$ cat src/rtl/raster_sched.sv
// Round-robin triangle dispatcher: captures one of two sources, strobes the rasterizer, waits for done.
// Optional busy watchdog is compiled in with RASTER_SCHED_WATCHDOG_EN.
module raster_sched #(
  parameter int VERTEX_TYPE_SIZE = 96,
  parameter int TIMEOUT_CYCLES   = 65536
) (
  input  logic                        clk,
  input  logic                        rst_n,
  input  logic [1:0]                  req_valid,
  input  logic [VERTEX_TYPE_SIZE-1:0] req0_v1,
  input  logic [VERTEX_TYPE_SIZE-1:0] req0_v2,
  input  logic [VERTEX_TYPE_SIZE-1:0] req0_v3,
  input  logic [VERTEX_TYPE_SIZE-1:0] req1_v1,
  input  logic [VERTEX_TYPE_SIZE-1:0] req1_v2,
  input  logic [VERTEX_TYPE_SIZE-1:0] req1_v3,
  output logic [1:0]                  req_ack,
  output logic [VERTEX_TYPE_SIZE-1:0] rast_v1,
  output logic [VERTEX_TYPE_SIZE-1:0] rast_v2,
  output logic [VERTEX_TYPE_SIZE-1:0] rast_v3,
  output logic                        rast_start,
  input  logic                        rast_done,
  output logic                        busy,
  output logic                        grant_id,
  output logic [31:0]                 tri_count,
  output logic                        timeout
);

  typedef enum logic [1:0] {IDLE, ISSUE, BUSY} state_t;

  state_t state;
  logic   last_grant;
  logic   done_q;
  logic   done_edge;
  logic   grant_pick;

  if (TIMEOUT_CYCLES < 1) begin : g_timeout_range
    $error("TIMEOUT_CYCLES must be at least 1");
  end

  assign done_edge  = rast_done & ~done_q;
  // Source 1 wins when it is alone, or on a tie when source 0 was granted last.
  assign grant_pick = req_valid[1] & (~req_valid[0] | ~last_grant);

`ifdef RASTER_SCHED_WATCHDOG_EN
  localparam logic [31:0] WD_LAST = 32'(TIMEOUT_CYCLES - 1);
  logic [31:0] wd_cnt;
  logic        timeout_reg;
  assign timeout = timeout_reg;
`else
  assign timeout = 1'b0;
`endif

  always_ff @(posedge clk or negedge rst_n) begin
    if (!rst_n) begin
      state      <= IDLE;
      req_ack    <= '0;
      rast_start <= 1'b0;
      busy       <= 1'b0;
      rast_v1    <= '0;
      rast_v2    <= '0;
      rast_v3    <= '0;
      grant_id   <= 1'b0;
      last_grant <= 1'b1;
      tri_count  <= '0;
      done_q     <= 1'b0;
`ifdef RASTER_SCHED_WATCHDOG_EN
      wd_cnt      <= '0;
      timeout_reg <= 1'b0;
`endif
    end else begin
      done_q     <= rast_done;
      req_ack    <= '0;
      rast_start <= 1'b0;
      case (state)
        IDLE: begin
          if (|req_valid) begin
            rast_v1    <= grant_pick ? req1_v1 : req0_v1;
            rast_v2    <= grant_pick ? req1_v2 : req0_v2;
            rast_v3    <= grant_pick ? req1_v3 : req0_v3;
            grant_id   <= grant_pick;
            last_grant <= grant_pick;
            req_ack    <= grant_pick ? 2'b10 : 2'b01;
            busy       <= 1'b1;
            state      <= ISSUE;
          end
        end
        ISSUE: begin
          rast_start <= 1'b1;
          state      <= BUSY;
`ifdef RASTER_SCHED_WATCHDOG_EN
          wd_cnt     <= '0;
`endif
        end
        BUSY: begin
          if (done_edge) begin
            tri_count <= tri_count + 32'd1;
            busy      <= 1'b0;
            state     <= IDLE;
          end
`ifdef RASTER_SCHED_WATCHDOG_EN
          else if (wd_cnt == WD_LAST) begin
            // Abandon the triangle; it is neither counted nor retried.
            timeout_reg <= 1'b1;
            busy        <= 1'b0;
            state       <= IDLE;
          end else begin
            wd_cnt <= wd_cnt + 32'd1;
          end
`endif
        end
        default: state <= IDLE;
      endcase
    end
  end

endmodule
$ cat config.mk
export PLATFORM = sky130hd
export DESIGN_NAME = raster_sched
export DESIGN_NICKNAME = d
export VERILOG_FILES = /design/src/rtl/raster_sched.sv
export SDC_FILE = /design/constraint.sdc
export NUM_CORES = 1
export LEC_CHECK = 0
export BUFFER_PORTS_ARGS = -buffer_cell sky130_fd_sc_hd__buf_2
export CAP_MARGIN = 5
export CORE_AREA = 4 4 350 352
export CTS_CLUSTER_SIZE = 25
export DETAILED_ROUTE_END_ITERATION = 7
export DIE_AREA = 0 0 354 356
export PLACE_DENSITY = 0.39
export SKIP_CTS_REPAIR_TIMING = 1
export SLEW_MARGIN = 5
export SYNTH_ARGS = -nofsm -noshare
export SYNTH_HDL_FRONTEND = slang
export SYNTH_SLANG_ARGS = --single-unit
$ cat constraint.sdc
create_clock -name clk -period 1.6 [get_ports clk]
set_input_delay 0.16 -clock clk [delete_from_list [all_inputs] [get_ports clk]]
set_output_delay 0.16 -clock clk [all_outputs]
set_load 0.005 [all_outputs]
======== Word-level counts from Yosys, hierarchy flattened ========
Cells that the tools add are included.
cells by class
  add/sub/neg operators ................... 1
  equality and inequality tests ........... 4
  muxes and demuxes ....................... 13
  bitwise operators ....................... 6
  reduce and logical (&&, ||, !) cells .... 7
operators by type and width
  kind                   count
  $mux 96                3
  $add 32x1->32 const B  1
  $mux 2                 5
  $pmux 2 s3             1
  $reduce_and 2->1       3
  $ne 2x2->1 const B     2
  $mux 1                 3
  $not 1->1              3
  $reduce_and 3->1       1
  $and 1x1->1            2
  $eq 2x1->1 const B     1
  $eq 2x2->1 const B     1
  $logic_not 2->1        1
  $pmux 1 s2             1
  $reduce_bool 2->1      1
  $reduce_or 2->1        1
  $or 1x1->1             1
storage, ports and cells
  flip-flop bits (word level) ............. 329
  output and inout port bits .............. 326
  word-level logic and storage cells ...... 42

======== Logic depth before layout (Yosys ltp) ========
Gate-level depths: netlist of the first run.
  word-level depth ........................ 6
  mapped depth ............................ 7
  depth with buffers taken out ............ 5

======== Least setup slack after synthesis of the first run ========
OpenSTA, ideal clock, no wires.
  path type ............................... reg-to-reg
  start point ............................. reg last_grant
  end point ............................... reg rast_v1[20]
  library setup time ...................... 66 ps
  arrival time ............................ 1,657 ps
  data required time ...................... 1,534 ps
  path slack .............................. -123 ps
  stages on the path, launching flop included .. 7
  buffers on the path ..................... 2
  period minus slack after synthesis ...... 1,723 ps
  cell sequence ........................... dfstp_2 -> a21boi_1 -> nor4_4 -> buf_2 -> clkbuf_1 -> a22oi_1 -> nand2_1
on the way
  cells in the longest elaborated chain, start to end .. 4
RTL lines
  element                 RTL line  source
  start, declared         31        logic last_grant;
  start signal, assigned  81        last_grant <= grant_pick;
  $not 1->1               42        assign grant_pick = req_valid[1] & (~req_valid[0] | ~last_grant);
  $or 1x1->1              42
  $and 1x1->1             42
  $mux 96                 77        rast_v1 <= grant_pick ? req1_v1 : req0_v1;
  end signal, assigned    77
  end, declared           17        output logic [VERTEX_TYPE_SIZE-1:0] rast_v1,
Every way passes these cells.
A chain may end at the register's enable or synchronous reset.

======== Worst setup path after layout of the first run ========
  start point ............................. reg last_grant
  end point ............................... reg rast_v3[75]
on the way
  cells in the longest elaborated chain, start to end .. 4
RTL lines
  element               RTL line  source
  $not 1->1             42
  $or 1x1->1            42
  $and 1x1->1           42
  $mux 96               79        rast_v3 <= grant_pick ? req1_v3 : req0_v3;
  end signal, assigned  79
  end, declared         19        output logic [VERTEX_TYPE_SIZE-1:0] rast_v3,
Every way passes these cells.

==> results of run 1 <==
-- through the flow --
step | std cells | area, µm² | total power, µW
global placement | 3964 | 21400 | 31800
global route | 4678 | 30700 | 49700
detailed placement | 3964 | 21400 | 31900
CTS | 4039 | 22800 | 42400
floorplan | 1410 | 13900 | 21500
finish | 4681 | 30700 | 46500
-- metal layers --
metal  track usage, %  share of wire [%]
met1             13.1                 39
met2             19.6                 50
met4             3.36                3.4
met3             3.48                7.2
met5                0              0.054
-- cell families (layout without fill, tap and decap cells) --
logic type,after synthesis,after routing
xor+xnor,31,31
buf+inv,99,1752
mux,19,19
compound gates,293,293
fa+ha+maj,1,1
flops,329,329
other cells,1,7
simple gates,637,637
-- worst register-to-register path, delay by kind of cell, from the launching register on --
family	cells	cell delay, ns
AOI/OAI and AO/OA	2	0.21
DFF	1	0.56
and+or+nand+nor	2	0.28
buffers and inverters	3	0.57
-- layout by cell type (no fill, tap or decap), types with 2 or more instances in the layout --
cell             n
nand4_1         14
xnor2_1         18
and2_1           3
buf_2          904
buf_6           20
and3_1           6
a22oi_1         95
clkinv_2         5
inv_6            2
mux2i_1         19
clkinvlp_4       3
bufinv_16        4
a21o_1           3
clkbuf_16       62
nand3_1          7
buf_4          103
nor2b_1          2
nor2_1           7
clkbuf_8         7
clkbuf_1         8
and4_1           4
buf_8           16
dfrtp_1        325
buf_12          31
nor3_4           2
diode_2          6
buf_16           7
dlygate4sd3_1  578
nand2_1        572
nand3_2          2
nor2_4           3
dfrtp_2          3
a22oi_2        174
nor3_2           3
xor2_1          12
o21ai_0         19
-- registers in the layout, indices dropped and copies added, names as in the netlist --
signal,cells
last_grant,1
rast_v1,96
state,2
busy,1
rast_v2,96
req_ack,2
rast_v3,96
tri_count,32
done_q,1
rast_start,1
grant_id,1
-- Yosys cell counts (all sizes together), types with 10 or more instances --
library cell and number:
clkbuf 61, nor2 11, buf 37, dfrtp 328, mux2i 19, xnor2 19, nand3 10, xor2 12
nand4 14, a22oi 269, o21ai 20, nand2 572
-- path summary, 6_finish.rpt --
kind                                    startpoint                       to  slack (ns)  cells past startpoint
setup reg to reg            last_grant$_DFFE_PN1P_  rast_v3[75]$_DFFE_PN0P_       -0.14                      7
max in group asynchronous                    rst_n  rast_v3[79]$_DFFE_PN0P_        0.09                      4
hold / removal                         req0_v1[69]  rast_v1[69]$_DFFE_PN0P_        0.08                      4
min in group asynchronous                    rst_n   rast_v2[7]$_DFFE_PN0P_        0.56                      3
hold reg to reg            rast_v1[42]$_DFFE_PN0P_  rast_v1[42]$_DFFE_PN0P_        0.46                      2
setup / recovery            last_grant$_DFFE_PN1P_  rast_v3[75]$_DFFE_PN0P_       -0.14                      7
-- power by group --
part           internal, µW  switching, µW
sequential            12200           2190
clock                  6100           4050
combinational         10400          11500
total                 28700          17700
-- cell type report --
| type | instances | area (µm²) | area share (%) |
|---|---|---|---|
| antenna | 6 | 15.0 | 0.0489 |
| clock buffer | 60 | 1250 | 4.08 |
| clock inverter | 15 | 194 | 0.632 |
| inverter | 1 | 3.75 | 0.0122 |
| multi-input combinational | 982 | 6190 | 20.2 |
| sequential | 329 | 8240 | 26.8 |
| tap | 1612 | 2020 | 6.57 |
| timing repair buffer | 1676 | 12800 | 41.7 |
==> summary.txt, run 1 <==
Post-synth top area share: 59.3%
Post-synthesis net count: 1992
CTS tree: done
Vias in the first global route: 14800
Adder-cell share of the synthesized area: 0.0904%
Post-Synthesis Cell Area: 13800 µm²
Final-report hold violation count: 0
CTS Buf Count: 44
Drt first pass iters: 5
Post-Place Worst Slack: -0.119 ns
Min Hold Slack: 0.0776 ns
Outcome: finished with violations
Layout fillers: 12700
Register bit count reported by yosys: 329
Core Footprint: 119000 µm²
CP required: 2.06 ns
Min-delay worst type: input pin to flip-flop
Worst vdd ir: 695 µV
Crit-path cells: a21boi_4 > and2_4 > buf_12 > buf_16 > buf_6 > a22oi_2 > nand2_1
Main synth FF type: dfrtp_1
Post-Synthesis Cells: 1410
Crit path buffers/inverters: 3
Fin Setup TNS: -14.26 ns
Worst Setup Path Type: flip-flop to flip-flop
CP peak stage delay: 0.56 ns
Worst skew pair latency: 0.59 ns
Detailed-route DRC error count: 0
Total number of vias: 17600
Final HPWL DP: 61.5 mm
Detailed Route Iter0 Violations: 826
Largest family of logic cells by synthesized area: simple AND/OR/NAND/NOR gates
Final antenna-violating net count: 0
XOR/XNOR Fraction of Synth Area: 1.96%
RePlAce Congestion: 0.851
Post-synth cell types: 34
Avg Inst Size Synth: 9.82 µm²
Die area: 126000 µm²
Clock Path Buffers: 3
Synth area leaders: dfrtp_1 59%, nand2_1 16%, a22oi_1 15%
Fraction of layout cells with a size suffix above 1: 44.6%
Port bufs: 905
Setup violators final: 239
Top Ports: 907
Clock skew: 0.0262 ns
Yosys top cell by area: dfrtp_1
Crit path DAT: 2.21 ns
Area growth, synth to finish: 122%
Power density cells: 1510 nW/µm²
CP endpoint kind: flip-flop
Clock sink count: 329
Max-Cap Viols: 0
Std cell rows: 127
FMAX: 0.573 GHz
Initial Utilization: 11.6%
Simple-gate share of the synthesized area: 18.5%
Tcrit/Tclk final: 109%
Worst path slowest cell: dfstp_2
Grt ovf: 0
First-pass GRT wire length: 104 mm
Fraction of registers with async set/reset: 100%
Type of origin of the critical path: flip-flop
RSZ-0062 raised after global routing: true
Via-to-Cell Ratio: 3.75
Overall routing resource usage: 11.2%
Die Wd: 354 µm
Largest net degree at the start of global routing: 60
Clock Root Buffer: clkbuf_16
Post-Route WL: 88.6 mm
Final WS setup: -0.144 ns
Lkg Pwr: 0.0151 µW
Post-synthesis compound-gate area fraction: 15.5%
H-tree depth reported by CTS: 2
Mux cell area share after synthesis: 1.37%
Register area share after synthesis: 59.5%
Final core occ: 25.7%
Die height: 356 µm
EDFF count, synth: 0
Post-layout min period: 1.74 ns
Synth warn: 0
Failing checks: setup timing
Wire per inst: 18.9 µm
Clock-pin slew on the worst setup and hold paths: 0.06 ns
Nets: 3616
Worst Path Max Fanout: 16
Fin. max-slew vios: 0
Antenna violations before repair: 16
Critical path's top delay family: flip-flops
Power figures use the tool's default switching activity.
==> run 2, diff against run 1 <==
--- a/config.mk
+++ b/config.mk
@@ -7,11 +7,12 @@
 export LEC_CHECK = 0
 export BUFFER_PORTS_ARGS = -buffer_cell sky130_fd_sc_hd__buf_2
 export CAP_MARGIN = 5
-export CORE_AREA = 4 4 350 352
+export CORE_AREA = 4 4 349 351
 export CTS_CLUSTER_SIZE = 25
 export DETAILED_ROUTE_END_ITERATION = 7
-export DIE_AREA = 0 0 354 356
+export DIE_AREA = 0 0 353 355
 export PLACE_DENSITY = 0.39
+export SETUP_SLACK_MARGIN = 0.4
 export SKIP_CTS_REPAIR_TIMING = 1
 export SLEW_MARGIN = 5
 export SYNTH_ARGS = -nofsm -noshare
==> constraint.sdc (replaced) <==
create_clock -name clk -period 1.75 [get_ports clk]
set_input_delay 0.175 -clock clk [delete_from_list [all_inputs] [get_ports clk]]
set_output_delay 0.175 -clock clk [all_outputs]
set_load 0.005 [all_outputs]
==> run 2 against run 1 <==
  * The run ends with hold timing, setup timing left
  * Die area decreased by 0.56%
  * Setup slack better by 0.14 ns
  * Sequential share of layout area grew 1.1 points
  * Combinational power fell by 16%
  * Non-clock buffer count down 37
  * Final cell count is 2.1% lower
  * Critical path depth did not move
  * Utilization down 0.90 points
  * Largest cell class unchanged
==> summary.txt, run 2 (synthesized netlist as in run 1, its figures left out) <==
Lkg Pwr: 0.0147 µW (-2.1%)
Core Footprint: 119000 µm² (-0.27%)
RePlAce Congestion: 0.903 (+6.1%)
Port bufs: 905 (unchanged)
Fin Setup TNS: -0.00133 ns (+14.26 ns)
CP required: 2.27 ns (+0.21 ns)
Highest Signal Layer: met4
Layout fillers: 12800 (+0.13%)
Min Hold Slack: -0.0440 ns (-0.122 ns)
Hold endpoint: state[0]$_DFFE_PN0P_
Fin. max-slew vios: 0 (unchanged)
Clock sink count: 329 (unchanged)
Clock Path Buffers: 3 (unchanged)
Tcrit/Tclk final: 100% (-8.9 points)
Area growth, synth to finish: 113%
Outcome: finished with violations
Drt first pass iters: 5 (unchanged)
Antenna violations before repair: 16 (unchanged)
Die height: 355 µm (-0.28%)
Final HPWL DP: 63.7 mm (+3.5%)
Largest regs: rast_v1: 96 flops, rast_v2: 96 flops, rast_v3: 96 flops
Most common library cell in the layout ignoring fill and taps: buf_2
CP endpoint kind: flip-flop
Grt ovf: 0 (unchanged)
Routed wl met3: 6.66 mm (+4.2%)
Fraction of layout cells with a size suffix above 1: 41.0% (-3.6 points)
Worst R2R Start: last_grant$_DFFE_PN1P_
RSZ-0062 raised after global routing: true
First-pass GRT wire length: 109 mm (+4.3%)
Met1 wire length: 33.7 mm (-2.6%)
Clock skew: 0.0117 ns (-0.0145 ns)
Std cell rows: 127 (unchanged)
Post-layout min period: 1.75 ns (+0.00715 ns)
Nets: 3580 (-1.0%)
Final-report hold violation count: 2 (+2)
Final WS setup: -0.00133 ns (+0.143 ns)
CTS Buf Count: 45 (+2.3%)
Via-to-Cell Ratio: 3.76 (+0.36%)
Die Wd: 353 µm (-0.28%)
Clock-pin slew on the worst setup and hold paths: 0.06 ns (about the same)
H-tree depth reported by CTS: 2 (unchanged)
Worst skew pair latency: 0.58 ns (about the same)
Top Ports: 907 (unchanged)
Total number of vias: 17300 (-1.7%)
Die area: 125000 µm² (-0.56%)
Wire per inst: 19.0 µm (+0.19%)
Worst vdd ir: 785 µV (+13%)
Cell Area, Placed: 21600 µm² (+0.95%)
Detailed Route Iter0 Violations: 1059 (+28%)
Max-Cap Viols: 0 (unchanged)
Worst Hold Path Cells: 3 (-1)
Final Cell Area: 29500 µm² (-3.8%)
Reg-to-reg endpoint: rast_v2[84]$_DFFE_PN0P_
Detail Route met2 WL: 43.5 mm (-2.2%)
Largest net degree at the start of global routing: 59 (-1.7%)
Worst Tran Pin Value: 0.510 ns
Vias in the first global route: 15000 (+1.7%)
CP startpoint: last_grant$_DFFE_PN1P_
Min-delay worst type: input pin to flip-flop
Worst Path Max Fanout: 20 (+4)
Hold Crit Start: req_valid[1]
Setup violators final: 1 (-99.6%)
FMAX: 0.571 GHz (-0.41%)
Failing checks: hold timing, setup timing
Clock Root Buffer: clkbuf_16
Worst Setup Path Type: flip-flop to flip-flop
Commonest non-fill, non-tap cells in the layout: 904 x buf_2, 576 x dlygate4sd3_1, 571 x nand2_1
Power density cells: 1380 nW/µm² (-8.8%)
Worst reg2reg path depth: 7 (unchanged)
Overall routing resource usage: 11.8% (+0.60 points)
Final antenna-violating net count: 0 (unchanged)
Initial Utilization: 11.6% (+0.031 points)
CTS tree: done
Slew HR: 66.0%
Type of origin of the critical path: flip-flop
Detailed-route DRC error count: 0 (unchanged)
Reg-to-reg setup timing slack: -0.001 ns (+0.14 ns)
Crit path DAT: 2.27 ns (+0.06 ns)
Post-Route WL: 86.9 mm (-1.9%)
==> run 2: cell type report <==
cell class | instances | area [µm²] | share of cell area [%]
clock buffer | 68 | 1300 | 4.41
timing repair buffer | 1639 | 12100 | 41.1
multi-input combinational | 982 | 5780 | 19.6
clock inverter | 12 | 124 | 0.419
inverter | 1 | 3.75 | 0.0127
tap | 1548 | 1940 | 6.56
sequential | 329 | 8240 | 27.9
antenna | 6 | 15.0 | 0.0508
==> run 2: per-layer routing <==
| metal | vias up | track usage (%) |
|---|---|---|
| met4 | 0 | 3.56 |
| met5 | - | 0 |
| met2 | 805 | 20.7 |
| li1 | 8048 | - |
| met1 | 8223 | 13.9 |
| met3 | 186 | 3.50 |
==> run 2: worst max-delay path by stage <==
stage / end / slack (ns) / cells after the start
2_1_floorplan: tri_count[27]$_DFFE_PN0P_ / 0.20 / 4
3_3_place_gp: rast_v2[75]$_DFFE_PN0P_ / -0.004 / 7
3_5_place_dp: rast_v2[79]$_DFFE_PN0P_ / -0.008 / 7
4_1_cts: rast_v2[76]$_DFFE_PN0P_ / -0.04 / 7
5_1_grt: rast_v1[51]$_DFFE_PN0P_ / -0.08 / 8
6_report: rast_v2[84]$_DFFE_PN0P_ / -0.001 / 7
==> run 2: critical path, stage by stage, from the launching register on <==
cell	delay [ns]
dfstp_2	0.55
a21boi_4	0.07
nor4_4	0.25
buf_6	0.17
buf_12	0.17
buf_16	0.20
a22oi_1	0.12
nand2_1	0.08
==> run 2: through the flow <==
stage	hold WS [ns]	worst slack (ns)	power, µW	cells	util (%)
finish	-0.0440	-0.00133	40800	4585	24.8
floorplan	-0.121	0.198	20200	1410	-
global placement	0.0841	-0.00392	29500	3895	18.1
CTS	-0.599	-0.0416	39200	3975	19.3
detailed placement	0.0849	-0.00784	29600	3895	18.1
global route	-0.0591	-0.0777	43600	4582	24.8
==> run 2: power breakdown <==
group	total [µW]	internal, µW	switching, µW
clock	9200	5410	3790
sequential	13300	11100	2110
combinational	18300	8430	9890
==> run 3, diff against run 2 <==
--- a/config.mk
+++ b/config.mk
@@ -12,7 +12,7 @@
 export DETAILED_ROUTE_END_ITERATION = 7
 export DIE_AREA = 0 0 353 355
 export PLACE_DENSITY = 0.39
-export SETUP_SLACK_MARGIN = 0.4
+export SETUP_SLACK_MARGIN = 0.2
 export SKIP_CTS_REPAIR_TIMING = 1
 export SLEW_MARGIN = 5
 export SYNTH_ARGS = -nofsm -noshare
==> constraint.sdc (replaced) <==
create_clock -name clk -period 1.99 [get_ports clk]
set_input_delay 0.199 -clock clk [delete_from_list [all_inputs] [get_ports clk]]
set_output_delay 0.199 -clock clk [all_outputs]
set_load 0.005 [all_outputs]
==> run 3 against run 2 <==
  * The run now ends clean
  * Routed wire length shrank 2.4%
  * Setup slack improved by 0.22 ns
  * Global-route usage down 0.10 points
  * Flip-flop and latch count unchanged
  * Clock skew rose by 0.0020 ns
  * Sequential share of layout area rose by 1.3 points
  * Critical path depth unchanged
  * Largest cell class unchanged
==> summary.txt, run 3 (synthesized netlist as in run 1, its figures left out) <==
Worst Setup Path Type: flip-flop to flip-flop
Nets: 3503 (-2.2%)
Crit-path cells: a21boi_4 > nor4_4 > buf_6 > buf_16 > buf_4 > a22oi_1 > nand2_1
Fin. max-slew vios: 0 (unchanged)
Clock sink count: 329 (unchanged)
Clock Path Buffers: 3 (unchanged)
FMAX: 0.566 GHz (-0.91%)
RSZ-0062 raised after global routing: true
CP startpoint: last_grant$_DFFE_PN1P_
Overall routing resource usage: 11.7% (-0.10 points)
Min-delay worst type: input pin to flip-flop
Wire per inst: 18.8 µm (-0.75%)
Final HPWL DP: 61.6 mm (-3.3%)
Tcrit/Tclk final: 88.8% (-11 points)
CP peak stage delay: 0.55 ns (about the same)
Total number of vias: 17100 (-1.2%)
Outcome: completed
Most common library cell in the layout ignoring fill and taps: buf_2
CTS Buf Count: 43 (-4.4%)
Clock skew: 0.0137 ns (+0.00195 ns)
Largest regs: rast_v1: 96 flops, rast_v2: 96 flops, rast_v3: 96 flops
Clock Root Buffer: clkbuf_16
Crit path DAT: 2.28 ns (about the same)
Via-to-Cell Ratio: 3.78 (+0.51%)
CTS tree: done
Post-layout min period: 1.77 ns (+0.0161 ns)
Lkg Pwr: 0.0142 µW (-3.6%)
Hold Crit Start: req0_v1[63]
Port bufs: 905 (unchanged)
Worst Tran Pin Value: 0.555 ns (+0.0450 ns)
Grt ovf: 0 (unchanged)
Std cell rows: 127 (unchanged)
Worst skew pair latency: 0.58 ns (about the same)
Power density cells: 1230 nW/µm² (-11%)
Commonest non-fill, non-tap cells in the layout: 904 x buf_2, 572 x nand2_1, 571 x dlygate4sd3_1
Final antenna-violating net count: 0 (unchanged)
Antenna violations before repair: 16 (unchanged)
H-tree depth reported by CTS: 2 (unchanged)
Worst vdd ir: 599 µV (-24%)
CP required: 2.51 ns (+0.24 ns)
Worst path slowest cell: dfstp_2
Clock-pin slew on the worst setup and hold paths: 0.06 ns (about the same)
Detailed-route DRC error count: 0 (unchanged)
Top Ports: 907 (unchanged)
Setup violators final: 0 (-1)
Die Wd: 353 µm (unchanged)
Max-Cap Viols: 0 (unchanged)
Die area: 125000 µm² (unchanged)
Drt first pass iters: 6 (+1)
Largest net degree at the start of global routing: 118 (+100%)
Worst R2R Start: last_grant$_DFFE_PN1P_
Die height: 355 µm (unchanged)
Post-Route WL: 84.8 mm (-2.4%)
RePlAce Congestion: 0.882 (-2.3%)
Core Footprint: 119000 µm² (unchanged)
Final-report hold violation count: 0 (-2)
CP endpoint kind: flip-flop
Area growth, synth to finish: 104%
Detailed Route Iter0 Violations: 1119 (+5.7%)
Min Hold Slack: 0.0177 ns (+0.0616 ns)
Worst Path Max Fanout: 14 (-30%)
Initial Utilization: 11.6% (unchanged)
Fin Setup TNS: 0 ns (+0.00133 ns)
Vias in the first global route: 14900 (-0.79%)
Type of origin of the critical path: flip-flop
Slew HR: 63.0% (-3.0 points)
First-pass GRT wire length: 108 mm (-1.1%)
Fraction of layout cells with a size suffix above 1: 36.6% (-4.5 points)
## run 3: cell types whose count changed in the layout (fill, tap and decap cells not counted), moves of 5 or more
| cell | change |
|---|---|
| a22oi_1 | +84 |
| a22oi_2 | -84 |
| buf_12 | -10 |
| buf_4 | -43 |
| buf_6 | -8 |
| clkbuf_1 | -6 |
| dlygate4sd3_1 | -5 |
| nor3_1 | +5 |
## run 3: metrics by stage
stage / total power, µW / worst slack (ns) / std cells / utilization [%] / instance area (µm²)
final: 34600 / 0.223 / 4508 / 23.7 / 28200
after global routing: 37200 / 0.123 / 4499 / 23.7 / 28200
after CTS: 33900 / 0.0777 / 3916 / 18.7 / 22200
after detailed placement: 25200 / 0.0967 / 3842 / 17.4 / 20800
after global placement: 25200 / 0.103 / 3842 / 17.4 / 20800
after floorplan: 17300 / 0.267 / 1410 / - / 13800
## run 3: final cells by class
class,count,area [µm²]
sequential,329,8240
tap,1548,1940
fill,12900,90800
clock inverter,13,226
inverter,1,3.75
clock buffer,61,1270
timing repair buffer,1564,11300
antenna,10,25.0
multi-input combinational,982,5240
## run 3: final timing paths
path / end / slack [ns] / cells after the start
worst max-delay path: rast_v3[47]$_DFFE_PN0P_ / 0.22 / 7
worst min-delay path: rast_v1[63]$_DFFE_PN0P_ / 0.02 / 3
worst max register to register: rast_v3[47]$_DFFE_PN0P_ / 0.22 / 7
worst min register to register: rast_v3[5]$_DFFE_PN0P_ / 0.46 / 2
max in group asynchronous: tri_count[13]$_DFFE_PN0P_ / 1.04 / 3
min in group asynchronous: rast_v3[38]$_DFFE_PN0P_ / 0.19 / 2
## run 3: routing by layer
metal | global-route usage [%] | wire length, µm
met5 | 0 | 38
met1 | 14.9 | 34700
met3 | 3.29 | 6350
met2 | 19.3 | 40800
met4 | 3.47 | 2870
## run 3: where the power goes
part | internal [µW] | total, µW | switching, µW
combinational | 6430 | 14500 | 8080
sequential | 9790 | 11700 | 1910
clock | 5180 | 8390 | 3200
## run 3: critical path: cells and delay by family, from the launching register on
family | cells | cell delay, ns
DFF | 1 | 0.55
and+or+nand+nor | 2 | 0.36
buffers and inverters | 3 | 0.53
AOI/OAI and AO/OA | 2 | 0.24
